[config.mk]
export PLATFORM = sky130hd
export DESIGN_NAME = hazard_scoreboard_flat
export DESIGN_NICKNAME = d
export VERILOG_FILES = /design/src/rtl/hazard_pkg.sv /design/src/rtl/hazard_scoreboard_if.sv /design/src/rtl/hazard_sb_entry.sv /design/src/rtl/hazard_scoreboard.sv /design/src/flat_wrapper.sv
export SDC_FILE = /design/constraint.sdc
export NUM_CORES = 1
export LEC_CHECK = 0
export BUFFER_PORTS_ARGS = -buffer_cell sky130_fd_sc_hd__buf_2
export CORE_ASPECT_RATIO = 0.6
export CORE_MARGIN = 2
export CORE_UTILIZATION = 60
export DETAILED_ROUTE_END_ITERATION = 8
export GPL_ROUTABILITY_DRIVEN = 0
export GPL_TIMING_DRIVEN = 0
export PLACE_DENSITY = 0.82
export SETUP_SLACK_MARGIN = 0.05
export SKIP_LAST_GASP = 1
export SYNTH_ARGS = -nofsm -noshare
export SYNTH_HDL_FRONTEND = slang
export SYNTH_SLANG_ARGS = --single-unit
export TNS_END_PERCENT = 10
[constraint.sdc]
create_clock -name clk -period 5.55 [get_ports clk]
set_clock_uncertainty 0.1 [all_clocks]
set_input_delay 1.11 -clock clk [delete_from_list [all_inputs] [get_ports clk]]
set_output_delay 1.11 -clock clk [all_outputs]
set_load 0.05 [all_outputs]
[src/rtl/hazard_pkg.sv]
// Shared definitions for the scoreboard hazard unit: stall-cause encodings,
// the hardwired-zero register index and the per-register counter width.
package hazard_pkg;

    typedef enum logic [1:0] {
        CAUSE_NONE    = 2'b00,
        CAUSE_OPERAND = 2'b01,
        CAUSE_BRREG   = 2'b10,
        CAUSE_BOTH    = 2'b11
    } stall_cause_e;

    localparam int ZERO_REG = 0;

    // Width needed to hold 0..max_val, never less than one bit.
    function automatic int cnt_width(input int max_val);
        return (max_val < 1) ? 1 : $clog2(max_val + 1);
    endfunction

endpackage

[src/rtl/hazard_scoreboard_if.sv]
// ID-stage view of the hazard unit: decoded operand/destination info in,
// stall decision and stall-cycle statistic out.
interface hazard_scoreboard_if #(
    parameter int REG_AW = 4,
    parameter int CNT_W  = 16
);
    logic              id_valid;
    logic [REG_AW-1:0] id_rs;
    logic              id_rs_used;
    logic [REG_AW-1:0] id_rt;
    logic              id_rt_used;
    logic              id_rt_is_sdata;
    logic              id_branch_reg;
    logic              id_wr_en;
    logic [REG_AW-1:0] id_dest;
    logic              id_is_load;
    logic              pipe_freeze;
    logic              flush;
    logic              stall;
    logic [1:0]        stall_cause;
    logic [CNT_W-1:0]  stall_cycles;

    modport master (
        output id_valid, id_rs, id_rs_used, id_rt, id_rt_used, id_rt_is_sdata,
               id_branch_reg, id_wr_en, id_dest, id_is_load, pipe_freeze, flush,
        input  stall, stall_cause, stall_cycles
    );

    modport slave (
        input  id_valid, id_rs, id_rs_used, id_rt, id_rt_used, id_rt_is_sdata,
               id_branch_reg, id_wr_en, id_dest, id_is_load, pipe_freeze, flush,
        output stall, stall_cause, stall_cycles
    );
endinterface

[src/rtl/hazard_sb_entry.sv]
// One scoreboard slot: cycles until its register is readable in ID.
// Loadable, counts down to zero, holds while the pipeline is frozen.
module hazard_sb_entry #(
    parameter int W = 2
) (
    input  logic         clk,
    input  logic         rst_n,
    input  logic         i_freeze,
    input  logic         i_load,
    input  logic [W-1:0] i_load_val,
    output logic [W-1:0] o_cnt
);

    logic [W-1:0] r_cnt;

    // NOTE: every slot has its own async reset so a falling rst_n clears the
    // hazard (and therefore the stall) without waiting for a clock edge.
    always_ff @(posedge clk or negedge rst_n) begin
        if (!rst_n) begin
            r_cnt <= '0;
        end else if (i_freeze) begin
            r_cnt <= r_cnt;
        end else if (i_load) begin
            // NOTE: non-blocking so every slot updates from pre-edge values.
            r_cnt <= i_load_val;
        end else if (r_cnt != '0) begin
            r_cnt <= r_cnt - W'(1);
        end
    end

    assign o_cnt = r_cnt;

endmodule

[src/rtl/hazard_scoreboard.sv]
// Countdown-scoreboard hazard unit beside ID: per-register readiness, operand
// and branch-register hazard detection, and a saturating stall-cycle counter.
module hazard_scoreboard
    import hazard_pkg::*;
#(
    parameter int REG_AW    = 4,
    parameter int LOAD_LAT  = 1,
    parameter int BR_EXTRA  = 2,
    parameter int STORE_FWD = 1,
    parameter int CNT_W     = 16
) (
    input  logic              clk,
    input  logic              rst_n,
    hazard_scoreboard_if.slave bus
);

    localparam int NUM_REGS = 2 ** REG_AW;
    localparam int SB_W     = cnt_width(LOAD_LAT + BR_EXTRA);

    localparam logic [SB_W-1:0]   ALU_VAL = SB_W'(BR_EXTRA);
    localparam logic [SB_W-1:0]   LD_VAL  = SB_W'(LOAD_LAT + BR_EXTRA);
    localparam int unsigned       OP_THR  = BR_EXTRA;
    localparam int unsigned       SD_THR  = BR_EXTRA + STORE_FWD;
    localparam logic [REG_AW-1:0] R_ZERO  = REG_AW'(ZERO_REG);

    logic [SB_W-1:0]  w_cnt [NUM_REGS];
    logic [SB_W-1:0]  w_load_val;
    logic             w_issue;
    logic             w_gate;
    logic             w_rs_live;
    logic             w_rt_live;
    logic [31:0]      w_rs_cnt;
    logic [31:0]      w_rt_cnt;
    logic             w_op_haz;
    logic             w_br_haz;
    logic             w_stall;
    stall_cause_e     w_cause;
    logic [CNT_W-1:0] r_stall_cycles;

    assign w_cnt[0]   = '0;
    assign w_issue    = bus.id_valid & ~w_stall & ~bus.pipe_freeze & ~bus.flush;
    assign w_load_val = bus.id_is_load ? LD_VAL : ALU_VAL;

    // The newest producer governs: an issuing write overwrites any pending count.
    for (genvar r = 1; r < NUM_REGS; r++) begin : g_entry
        logic w_load;
        assign w_load = w_issue & bus.id_wr_en & (bus.id_dest == REG_AW'(r));

        hazard_sb_entry #(.W(SB_W)) u_entry (
            .clk        (clk),
            .rst_n      (rst_n),
            .i_freeze   (bus.pipe_freeze),
            .i_load     (w_load),
            .i_load_val (w_load_val),
            .o_cnt      (w_cnt[r])
        );
    end

    assign w_gate    = bus.id_valid & ~bus.flush;
    assign w_rs_live = bus.id_rs_used & (bus.id_rs != R_ZERO);
    assign w_rt_live = bus.id_rt_used & (bus.id_rt != R_ZERO);
    assign w_rs_cnt  = 32'(w_cnt[bus.id_rs]);
    assign w_rt_cnt  = 32'(w_cnt[bus.id_rt]);

    // Store data may trail by STORE_FWD extra cycles thanks to MEM-to-MEM forwarding.
    assign w_op_haz = w_gate & (
          (w_rs_live & ~bus.id_branch_reg  & (w_rs_cnt > OP_THR))
        | (w_rt_live & ~bus.id_rt_is_sdata & (w_rt_cnt > OP_THR))
        | (w_rt_live &  bus.id_rt_is_sdata & (w_rt_cnt > SD_THR)));

    assign w_br_haz = w_gate & bus.id_branch_reg & w_rs_live & (w_rs_cnt != 32'd0);
    assign w_stall  = w_op_haz | w_br_haz;

    // NOTE: default assignment first so no path through this block infers a latch.
    always_comb begin
        w_cause = CAUSE_NONE;
        if (w_op_haz && w_br_haz) w_cause = CAUSE_BOTH;
        else if (w_op_haz)        w_cause = CAUSE_OPERAND;
        else if (w_br_haz)        w_cause = CAUSE_BRREG;
    end

    always_ff @(posedge clk or negedge rst_n) begin
        if (!rst_n) begin
            r_stall_cycles <= '0;
        end else if (w_stall && !bus.pipe_freeze && (r_stall_cycles != '1)) begin
            r_stall_cycles <= r_stall_cycles + CNT_W'(1);
        end
    end

    assign bus.stall        = w_stall;
    assign bus.stall_cause  = w_cause;
    assign bus.stall_cycles = r_stall_cycles;

endmodule

[src/flat_wrapper.sv]
// flat-port wrapper written by rule: the top's interface ports become plain ports
module hazard_scoreboard_flat import hazard_pkg::*;
#(
    parameter int REG_AW    = 4,
    parameter int LOAD_LAT  = 1,
    parameter int BR_EXTRA  = 2,
    parameter int STORE_FWD = 1,
    parameter int CNT_W     = 16
)
  (clk, rst_n, bus_id_valid, bus_id_rs, bus_id_rs_used, bus_id_rt, bus_id_rt_used, bus_id_rt_is_sdata, bus_id_branch_reg, bus_id_wr_en, bus_id_dest, bus_id_is_load, bus_pipe_freeze, bus_flush, bus_stall, bus_stall_cause, bus_stall_cycles);
  hazard_scoreboard_if #(.REG_AW(REG_AW), .CNT_W(CNT_W)) bus_i ();
  input  logic clk;
  input  logic rst_n;
  input wire logic [$bits(bus_i.id_valid)-1:0] bus_id_valid;
  input wire logic [$bits(bus_i.id_rs)-1:0] bus_id_rs;
  input wire logic [$bits(bus_i.id_rs_used)-1:0] bus_id_rs_used;
  input wire logic [$bits(bus_i.id_rt)-1:0] bus_id_rt;
  input wire logic [$bits(bus_i.id_rt_used)-1:0] bus_id_rt_used;
  input wire logic [$bits(bus_i.id_rt_is_sdata)-1:0] bus_id_rt_is_sdata;
  input wire logic [$bits(bus_i.id_branch_reg)-1:0] bus_id_branch_reg;
  input wire logic [$bits(bus_i.id_wr_en)-1:0] bus_id_wr_en;
  input wire logic [$bits(bus_i.id_dest)-1:0] bus_id_dest;
  input wire logic [$bits(bus_i.id_is_load)-1:0] bus_id_is_load;
  input wire logic [$bits(bus_i.pipe_freeze)-1:0] bus_pipe_freeze;
  input wire logic [$bits(bus_i.flush)-1:0] bus_flush;
  output wire logic [$bits(bus_i.stall)-1:0] bus_stall;
  output wire logic [$bits(bus_i.stall_cause)-1:0] bus_stall_cause;
  output wire logic [$bits(bus_i.stall_cycles)-1:0] bus_stall_cycles;
  assign bus_i.id_valid = bus_id_valid;
  assign bus_i.id_rs = bus_id_rs;
  assign bus_i.id_rs_used = bus_id_rs_used;
  assign bus_i.id_rt = bus_id_rt;
  assign bus_i.id_rt_used = bus_id_rt_used;
  assign bus_i.id_rt_is_sdata = bus_id_rt_is_sdata;
  assign bus_i.id_branch_reg = bus_id_branch_reg;
  assign bus_i.id_wr_en = bus_id_wr_en;
  assign bus_i.id_dest = bus_id_dest;
  assign bus_i.id_is_load = bus_id_is_load;
  assign bus_i.pipe_freeze = bus_pipe_freeze;
  assign bus_i.flush = bus_flush;
  assign bus_stall = bus_i.stall;
  assign bus_stall_cause = bus_i.stall_cause;
  assign bus_stall_cycles = bus_i.stall_cycles;
  hazard_scoreboard #(.REG_AW(REG_AW), .LOAD_LAT(LOAD_LAT), .BR_EXTRA(BR_EXTRA), .STORE_FWD(STORE_FWD), .CNT_W(CNT_W)) u_core (.clk(clk), .rst_n(rst_n), .bus(bus_i));
endmodule
==> out/metrics.yaml <==
async_flop_share_pct: 100
syn_area_per_cell_um2: 8.79
clockPowerShare_pct: 18.4
period_share_pct: 88.8
synth_top_area_share_pct: 33.5
cts_tree: "yes"
hold_ws_ps: 401
hold_path_depth: 1
yosys_warnings: 0
clockRootBuffer: "clkbuf_8"
p_per_area_nw_per_um2: 437
finalNetCount: 475
synth_area_um2: 3440
switching_power_mw: 0.697
p_seq_share_pct: 34.4
cts_sinks: 46
synth-main-ff-cell: "dfrtp_1"
vdd_drop_max_uv: 250
drv_slew: 0
fin_setup_tns_ps: 0
initial_core_util_pct: 62.0
numCtsBuffers: 5
tightest_slew_ps: 1030
h-tree-depth: 2
yosysSeqAreaShare_pct: 33.5
antenna_found_initial: 0
ys_types: 55
arrival_ps: 3720
synth_edf_count: 0
rr_worst_depth: 9
synth_area_leader_cell: "dfrtp_1"
finalSetupViolCount: 0
rows: 21
clk_pin_slew_ps: 90
critPathKind: "input port to primary output"
required_ps: 4340
leakage_nw: 1.81
layout-drive-gt1-share_pct: 19.5
post_drt_wl_per_cell_um: 18.2
clockBufferDepth: 2
r2r-start: "u_core.g_entry[13].u_entry.o_cnt[1]"
gr-usage-all-layers_pct: 31.4
min_path_type: "register to register"
dpl.hpwl_um: 7000
core_area_um2: 5540
relSlewSlack_pct: 31.4
synth.most_common_cell: "nand2_1"
cts_setup_buffers: 0
p_int_mw: 0.997
critPathLaunchType: "input port"
via_per_inst: 6.32
ant_nets: 0
drc: 0
drv_cap: 0
clock_latency_ps: 310
cts_resized: 0
io_pins: 42
sw_frac_of_total_pct: 41.1
grt_pass1_vias: 3187
vias: 3266
yosys-top-cells-count: "65 x nand2_1, 46 x dfrtp_1, 39 x a21oi_1"
grt_max_degree: 47
die_w_um: 102
placed_area_um2: 3730
holdBufCountCts: 0
port_buffers: 38
end_kind: "primary output"
antenna_cells: 0
syn_inst: 391
r2r_slack_ps: 2670
die_h_um: 62.6
worstHoldStart: "u_core.bus.stall_cycles[4]"
drt-pass1-iter-count: 7
die_area_um2: 6370
wirelength_um: 9410
total_power_mw: 1.69
synth_fp_nets: 430
hold_viol: 0
synth.ff_latch_count: 46
fmax_mhz: 203
drt_iter0_markers: 314
grt_pass1_wl_um: 15500
rsz0062_at_grt: "no"
path_max_fanout: 10
p_comb_share_pct: 47.2
overflow: 0
finalInstanceArea_um2: 3870
synthTopCellsByArea: "dfrtp_1 33%, nand2_1 7.1%, ha_1 5.8%"
crit_start: "bus_id_rt[1]"
status: "finished, final reports clean"
finalCriticalPeriod_ps: 4930
syn_to_final_growth_pct: 12.6
==> critical path, cell delays in order <==
cell      delay [ps]
clkbuf_1         410
mux4_2           580
and3_1           220
nor3_2           470
buf_2            370
nor2_1           110
o21ai_0          150
buf_2            290
==> power groups by stage <==
stage / Combinational, mW / Sequential [mW] / Clock [mW]
global placement: 0.731 / 0.577 / 0
detailed placement: 0.779 / 0.581 / 0
floorplan: 0.591 / 0.573 / 0
CTS: 0.790 / 0.575 / 0.312
global route: 0.902 / 0.596 / 0.328
finish: 0.799 / 0.582 / 0.312
==> logic make-up (layout without fill, tap and decap cells) <==
logic type	after synthesis	after routing	synth area share, %
AOI/OAI and AO/OA	80	80	16.1
xor gates and xnor gates	15	15	3.82
adders and majority gates	16	16	5.82
buffers and inverters	53	99	6.59
DFF	46	46	33.5
muxes	15	15	7.35
and+or+nand+nor	166	166	26.9
==> final timing paths <==
| check | endpoint |
|---|---|
| max | bus_stall |
| min | u_core.bus.stall_cycles[4] |
| max reg2reg | u_core.g_entry[5].u_entry.o_cnt[0] |
| min reg2reg | u_core.bus.stall_cycles[4] |
| max in group asynchronous | u_core.g_entry[9].u_entry.o_cnt[0] |
| min in group asynchronous | u_core.g_entry[8].u_entry.o_cnt[1] |
==> layer usage <==
metal	track usage (%)	share of wire [%]	up-vias
met4	8.11	1.6	0
met2	45.5	43	189
met1	46.8	44	1537
met3	7.72	11	24
met5	0	0	-
li1	-	-	1516
==> final cells by class <==
| class | count | area (um2) |
|---|---|---|
| Clock buffer | 6 | 82.6 |
| Sequential cell | 46 | 1150 |
| Buffer | 17 | 91.3 |
| Fill cell | 435 | 1670 |
| Timing Repair Buffer | 38 | 190 |
| Clock inverter | 2 | 60.1 |
| Multi-Input combinational cell | 292 | 2060 |
| Tap cell | 80 | 100 |
| Inverter | 36 | 135 |
==> stage by stage <==
stage                     setup slack, ps  utilization (%)  cells
after floorplan                       396                -    391
after global placement                726             67.3    509
after detailed placement              661             67.3    509
after CTS                             649             69.8    517
after global routing                  490             69.8    517
final                                 622             69.8    517
==> state kept, by name, indices dropped and copies added, names as in the netlist <==
| signal | cells |
|---|---|
| u_core.bus.stall_cycles | 16 |
| u_core.g_entry.u_entry.o_cnt | 30 |
==> layout by cell type, fill, tap and decap left out, types with 6 or more instances in the layout <==
cell	n
xnor2_1	14
nand2_1	65
clkbuf_8	6
nand4_1	9
or3_1	6
nor2b_1	6
ha_1	16
and3_1	11
nor4_2	9
a221oi_1	13
nand3_1	15
a21oi_1	39
nor2_1	16
clkbuf_1	9
dfrtp_1	46
buf_2	42
inv_1	35
Power figures use the tool's default switching activity.
